[src/rtl/stopwatch_ctrl.sv]
// stopwatch_ctrl: stopwatch start/stop/lap/clear FSM with synchronized buttons
// and a DIV-cycle prescaler that produces the time-counter tick.
module stopwatch_ctrl #(
   parameter int unsigned DIV = 100000
) (
   input  logic       clk,
   input  logic       rst,
   input  logic       start_stop,
   input  logic       lap,
   input  logic       clear,
   input  logic       max_hit,
   output logic       en,
   output logic       tick,
   output logic       clr,
   output logic       freeze,
   output logic [2:0] state
);
   localparam int unsigned W = $clog2(DIV);
   localparam logic [W-1:0] TOP = W'(DIV - 1);

   typedef enum logic [2:0] {
      IDLE      = 3'd0,
      RUN       = 3'd1,
      PAUSE     = 3'd2,
      LAP       = 3'd3,
      LAP_PAUSE = 3'd4
   } state_e;

   state_e       state_q, state_d;
   logic [2:0]   s1_q, s2_q, s3_q;
   logic [W-1:0] presc_q, presc_d;
   logic         clr_q, clr_d;
   logic         ss_p, lap_p, clr_p;

   // s1/s2 synchronize, s3 remembers the previous synchronized level
   assign {clr_p, lap_p, ss_p} = s2_q & ~s3_q;

   always_ff @(posedge clk or negedge rst) begin
      if (!rst) begin
         s1_q    <= '0;
         s2_q    <= '0;
         s3_q    <= '0;
         state_q <= IDLE;
         presc_q <= '0;
         clr_q   <= 1'b0;
      end else begin
         s1_q    <= {clear, lap, start_stop};
         s2_q    <= s1_q;
         s3_q    <= s2_q;
         state_q <= state_d;
         presc_q <= presc_d;
         clr_q   <= clr_d;
      end
   end

   always_comb begin
      state_d = state_q;
      clr_d   = 1'b0;
      case (state_q)
         IDLE: begin
            if (ss_p) state_d = RUN;
            else if (clr_p) clr_d = 1'b1;
         end
         RUN: begin
            if (max_hit || ss_p) state_d = PAUSE;
            else if (lap_p) state_d = LAP;
         end
         PAUSE: begin
            if (clr_p) begin
               state_d = IDLE;
               clr_d   = 1'b1;
            end else if (ss_p && !max_hit) state_d = RUN;
         end
         LAP: begin
            if (max_hit || ss_p) state_d = LAP_PAUSE;
            else if (lap_p) state_d = RUN;
         end
         LAP_PAUSE: begin
            if (clr_p) begin
               state_d = IDLE;
               clr_d   = 1'b1;
            end else if (ss_p) state_d = max_hit ? LAP_PAUSE : LAP;
            else if (lap_p) state_d = PAUSE;
         end
         default: state_d = IDLE;
      endcase
   end

   assign en     = state_q == RUN || state_q == LAP;
   assign freeze = state_q == LAP || state_q == LAP_PAUSE;
   assign tick   = en && presc_q == TOP;
   assign clr    = clr_q;
   assign state  = state_q;

   // holding while paused keeps the sub-tick fraction
   assign presc_d = clr_d ? '0 : !en ? presc_q : tick ? '0 : presc_q + 1'b1;
endmodule
[config.mk]
export PLATFORM = sky130hd
export DESIGN_NAME = stopwatch_ctrl
export DESIGN_NICKNAME = d
export VERILOG_FILES = /design/src/rtl/stopwatch_ctrl.sv
export SDC_FILE = /design/constraint.sdc
export NUM_CORES = 1
export LEC_CHECK = 0
export ABC_AREA = 0
export CORE_ASPECT_RATIO = 1.2
export CORE_MARGIN = 2
export CORE_UTILIZATION = 55
export CTS_CLUSTER_SIZE = 16
export DETAILED_ROUTE_END_ITERATION = 10
export GPL_ROUTABILITY_DRIVEN = 0
export PLACE_DENSITY = 0.82
export SYNTH_ARGS = -nofsm -noshare
export SYNTH_HDL_FRONTEND = slang
export SYNTH_SLANG_ARGS = --single-unit
[constraint.sdc]
create_clock -name clk -period 5 [get_ports clk]
set_input_delay 0.5 -clock clk [delete_from_list [all_inputs] [get_ports clk]]
set_output_delay 0.5 -clock clk [all_outputs]
set_load 0.02 [all_outputs]
Yosys cells after proc, flatten, opt, wreduce, memory -nomap -nowiden
Cells that the tools add are included.
- flip-flop bits (word level): 30
- input bits: 6
- equal/unequal tests: 10
- multiplexer cells: 18
- add/subtract/negate cells: 1
- bitwise logic cells: 2
- reduce and logical (&&, ||, !) cells: 10
- operators by type and width (kind ; number):
    2-to-1 mux 17 bit ; 3
    2-to-1 mux 3 bit ; 11
    adder 17 x 1 -> 17 bit, second input constant ; 1
    == test 17 bit, second input constant ; 1
    case mux 3 bit (5 select lines) ; 1
    != test 3 bit, second input constant ; 3
    == test 3 x 2 -> 1 bit, second input constant ; 2
    AND reduction 5 bit ; 1
    != test 4 bit, second input constant ; 1
    bitwise AND 3 bit ; 1
    == test 3 x 1 -> 1 bit, second input constant ; 1
    == test 3 bit, second input constant ; 1
    logical NOT 3 bit ; 1
    logical OR 1 bit ; 3
    inverter 3 bit ; 1
    logical AND 1 bit ; 2
    2-to-1 mux 1 bit ; 2
    != test 2 bit, second input constant ; 1
    case mux 1 bit (2 select lines) ; 1
    nonzero test 2 bit ; 1
    OR reduction 2 bit ; 1
    logical NOT 1 bit ; 1

Logic depth before layout (Yosys ltp)
- depth after elaboration: 6
- gate-level depth with buffers: 7
- mapped depth without buffers: 6

Worst setup path before layout
OpenSTA, ideal clock, no wires.
- path type: reg2reg
- start: register state_q[1], in the netlist state[1]
- end: register presc_q[14]
- slack: 3.002 ns
- period minus slack after synthesis: 1.998 ns
- cell stages (with the launch flop): 7
- buffers on the path: 1
- arrival: 1.874 ns
- path through: dfrtp_1 > buf_6 > or4b_4 > a21oi_4 > nor2_2 > and4b_1 > a211o_1
- longest elaborated chain between the ends: 6
- elaborated cells on any way between the ends: 13
- those cells by class: eq/ne (4); mux (4); reduce/logical (5)
- ends and longest elaborated chain (what ; RTL line ; RTL):
    from (decl) ; 29 ; state_e state_q, state_d;
    from (signal assigned) ; 50 ; state_q <= state_d;
    == test 3 x 1 -> 1 bit or == test 3 x 2 -> 1 bit (tied branches) ; 89 ; assign en = state_q == RUN || state_q == LAP;
    logical OR 1 bit ; 89 ;
    logical AND 1 bit ; 91 ; assign tick = en && presc_q == TOP;
    2-to-1 mux 17 bit (3 in a row) ; 96 ; assign presc_d = clr_d ? '0 : !en ? presc_q : tick ? '0 : presc_q + 1'b1;
    to (signal assigned) ; 51 ; presc_q <= presc_d;
    to (decl) ; 31 ; logic [W-1:0] presc_q, presc_d;
Several ways; a longest one is shown, not always the timed one. The select of a mux whose other input is x is not followed.
A chain may end at the register's enable or synchronous reset.

Worst setup path in the final report
- start: register state_q[0], in the netlist state[0]
- end: output freeze
- longest elaborated chain between the ends: 2
- elaborated cells on any way between the ends: 3
- those cells by class: eq/ne (2); reduce/logical (1)
- ends and longest elaborated chain (what ; RTL line ; RTL):
    == test 3 x 2 -> 1 bit or == test 3 bit (tied branches) ; 90 ; assign freeze = state_q == LAP || state_q == LAP_PAUSE;
    logical OR 1 bit * ; 90 ;
    to (decl) ; 15 ; output logic freeze,
Every way passes the cells marked *; elsewhere a longest branch is shown, timed or not.

==> flow_metrics.py <==
metrics = {
    "route": {
        "drtPass1Iterations": 4,
        "drtIter0Drc": 54,
        "drc_errors": 0,
        "ant_nets": 0,
        "vias": 1323,
        "wl_per_cell_um": 16.91,
        "wirelength_um": 3567,
        "post_drt_via_cell_ratio": 6.270,
    },
    "sta": {
        "rsz0062_at_grt": "false",
        "finalClockSkew_ns": 0.01337,
        "slew_violations": 0,
        "setup_viol": 0,
        "slew-limit-headroom": 0.7048,
        "hold_viol": 0,
        "fin_crit_ns": 2.840,
        "worst_pin_slew_ns": 0.4428,
        "finalCritPeriodShare": 0.5680,
        "finalSetupTns_ns": 0,
        "fmax_ghz": 0.3521,
    },
    "setup_path": {
        "arrival_ns": 2.34,
        "slowest_stage": "clkdlybuf4s50_1",
        "critPathMaxStageDelay_ns": 0.63,
        "crit_type": "register to output port",
        "path_delay_family": "buffers and inverters",
        "cp-end-kind": "output port",
        "crit_buf_inv": 2,
        "cp.required_ns": 4.50,
        "startpoint_type": "register",
        "crit_fanout": 12,
        "crit_path_cell_trace": "nand2b_1 -> inv_1 -> nand2_1 -> o21ai_0 -> clkdlybuf4s50_1",
    },
    "clocking": {
        "cts-root-buf": "clkbuf_4",
        "clk_path_buf_depth": 2,
        "cts_hold_buffers": 0,
        "htreeDepth": 2,
        "post-cts-setup-buffers": 0,
        "clk_pin_slew_ns": 0.10,
        "cts_tree": "done",
        "numCtsBuffers": 5,
        "clkLatencyLatePin_ns": 0.33,
        "cts_sinks": 30,
        "cts_resized": 0,
    },
    "synth": {
        "synth_top_family_by_area": "simple AND/OR/NAND/NOR gates",
        "synth.avg_cell_area_um2": 9.833,
        "netlist_instances": 163,
        "ys_seq_elements": 30,
        "synth_area_leaders": "dfrtp_1 (47%), nand2_1 (4.0%), nor2_1 (2.3%)",
        "synth.top_cell.area_share": 0.4684,
        "synth_compound_area_frac": 0.1850,
        "ys_seq_area_frac": 0.4684,
        "yosysMostFrequentCell": "dfrtp_1",
        "synthMuxAreaShare": 0.007026,
        "yosysWarnings": 0,
        "ys_top_cells_by_count": "dfrtp_1 (30), nand2_1 (17), nor2_1 (10)",
        "synth_top_cell_by_area": "dfrtp_1",
        "synth_simple_gate_area_frac": 0.2709,
        "synth-edff-count": 0,
        "ys_async_sr_fraction": 1.000,
        "syn_nets": 170,
        "synth-xor-area-share": 0.02186,
        "netlist_area_um2": 1603,
        "synth_fa_ha_area_frac": 0.007806,
        "ys_types": 51,
        "synthFlopType": "dfrtp_1",
    },
    "min_path": {
        "hp-class": "register to register",
    },
    "floorplanning": {
        "fp.dieW_um": 53.28,
        "dieArea_um2": 3364,
        "start_util": 0.5755,
        "die_y_um": 63.14,
        "num_rows": 21,
        "coreArea_um2": 2785,
        "ioPinCount": 13,
    },
    "placement": {
        "place_hpwl_um": 2509,
        "port_buffers": 12,
        "placed_cell_area_um2": 1729,
    },
    "finish": {
        "drive_above_1_share": 0.1073,
        "post-route-util": 0.6500,
        "final_nets": 184,
        "nFillCells": 233,
        "antenna-diode-count": 0,
        "area_growth_pct": 12.96,
        "fin_area_um2": 1810,
    },
    "power_and_ir_drop": {
        "ir_worst_vdd_v": 0.0004066,
        "leakage_nw": 0.7807,
        "power_density_nw_per_um2": 475.7,
    },
    "flow_run": {
        "drv_cap": 0,
    },
    "global_route": {
        "antenna_found_initial": 0,
        "grtUsageTotal": 0.2435,
        "grt_pass1_vias": 1361,
        "grt_max_degree": 31,
        "grt_first_pass_wirelength_um": 6023,
        "grt_overflow_total": 0,
    },
    "outcome": {
        "status": "finished clean",
    },
}
==> power by group <==
group,internal [mW],switching (mW)
sequential,0.278,0.0626
combinational,0.137,0.185
clock,0.116,0.0827
total,0.531,0.330
==> cells in the final DEF, fill, tap and decap left out, drive strengths merged, types with 3 or more instances in the layout <==
cell type,synthesis,layout
o21a,3,3
nand2,17,17
nor3,6,6
dfrtp,30,30
nor2b,3,3
o21ai,9,9
a21o,4,4
xnor2,4,4
nor2,11,11
clkdlybuf4s50,0,12
o31ai,3,3
or3,6,6
a21oi,8,8
clkbuf,1,6
inv,5,5
nand2b,4,4
nand3,7,7
nand4,3,3
==> per-stage QoR <==
stage | power [mW] | setup slack [ns] | instances | hold WS, ns
4_1_cts | 0.8622 | 2.183 | 211 | 0.3474
5_1_grt | 0.9129 | 2.025 | 211 | 0.3604
3_3_place_gp | 0.6425 | 2.654 | 204 | 0.3316
2_1_floorplan | 0.5687 | 3.002 | 163 | 0.2044
6_report | 0.8613 | 2.160 | 211 | 0.3365
3_5_place_dp | 0.6633 | 2.553 | 204 | 0.3347
==> sequential cells by signal, summed over array words and instances (netlist names) <==
register  count
presc_q      17
s1_q          3
s2_q          3
clr           1
state         3
s3_q          3
==> cell families (layout without fill, tap and decap cells) <==
| kind of cell | after synthesis | in the layout |
|---|---|---|
| AO/OA/AOI/OAI | 40 | 40 |
| XOR/XNOR | 4 | 4 |
| flip-flops | 30 | 30 |
| multiplexers | 1 | 1 |
| AND/OR/NAND/NOR | 76 | 76 |
| buffers and inverters | 11 | 25 |
| adder cells (fa/ha/maj) | 1 | 1 |
==> worst paths after layout <==
check,start,endpoint,slack (ns),depth (start not counted)
worst max register to register,presc_q[0],presc_q[14],2.83,6
worst min-delay path,s1_q[0],s2_q[0],0.34,0
worst min register to register,s1_q[0],s2_q[0],0.34,0
min in group asynchronous,rst,s2_q[1],0.54,2
max in group asynchronous,rst,s1_q[2],4.17,2
worst max-delay path,state[0],freeze,2.16,5
==> final cells by class <==
| type | instances | area, µm² | share of cell area |
|---|---|---|---|
| clock buffer | 6 | 51.30 | 0.02833 |
| clock inverter | 1 | 30.03 | 0.01659 |
| inverter | 5 | 18.77 | 0.01037 |
| multi-input combinational | 122 | 789.5 | 0.4361 |
| sequential | 30 | 750.7 | 0.4147 |
| tap | 34 | 42.54 | 0.02350 |
| timing repair buffer | 13 | 127.6 | 0.07049 |
==> metal layers <==
metal | up-vias | track usage | wire [µm]
met5 | - | 0 | 0
met3 | 6 | 0.06635 | 181
met4 | 0 | 0.08654 | 42
li1 | 623 | - | -
met2 | 49 | 0.4074 | 1877
met1 | 645 | 0.2921 | 1466
No activity file was read; power rests on OpenSTA's default activity.
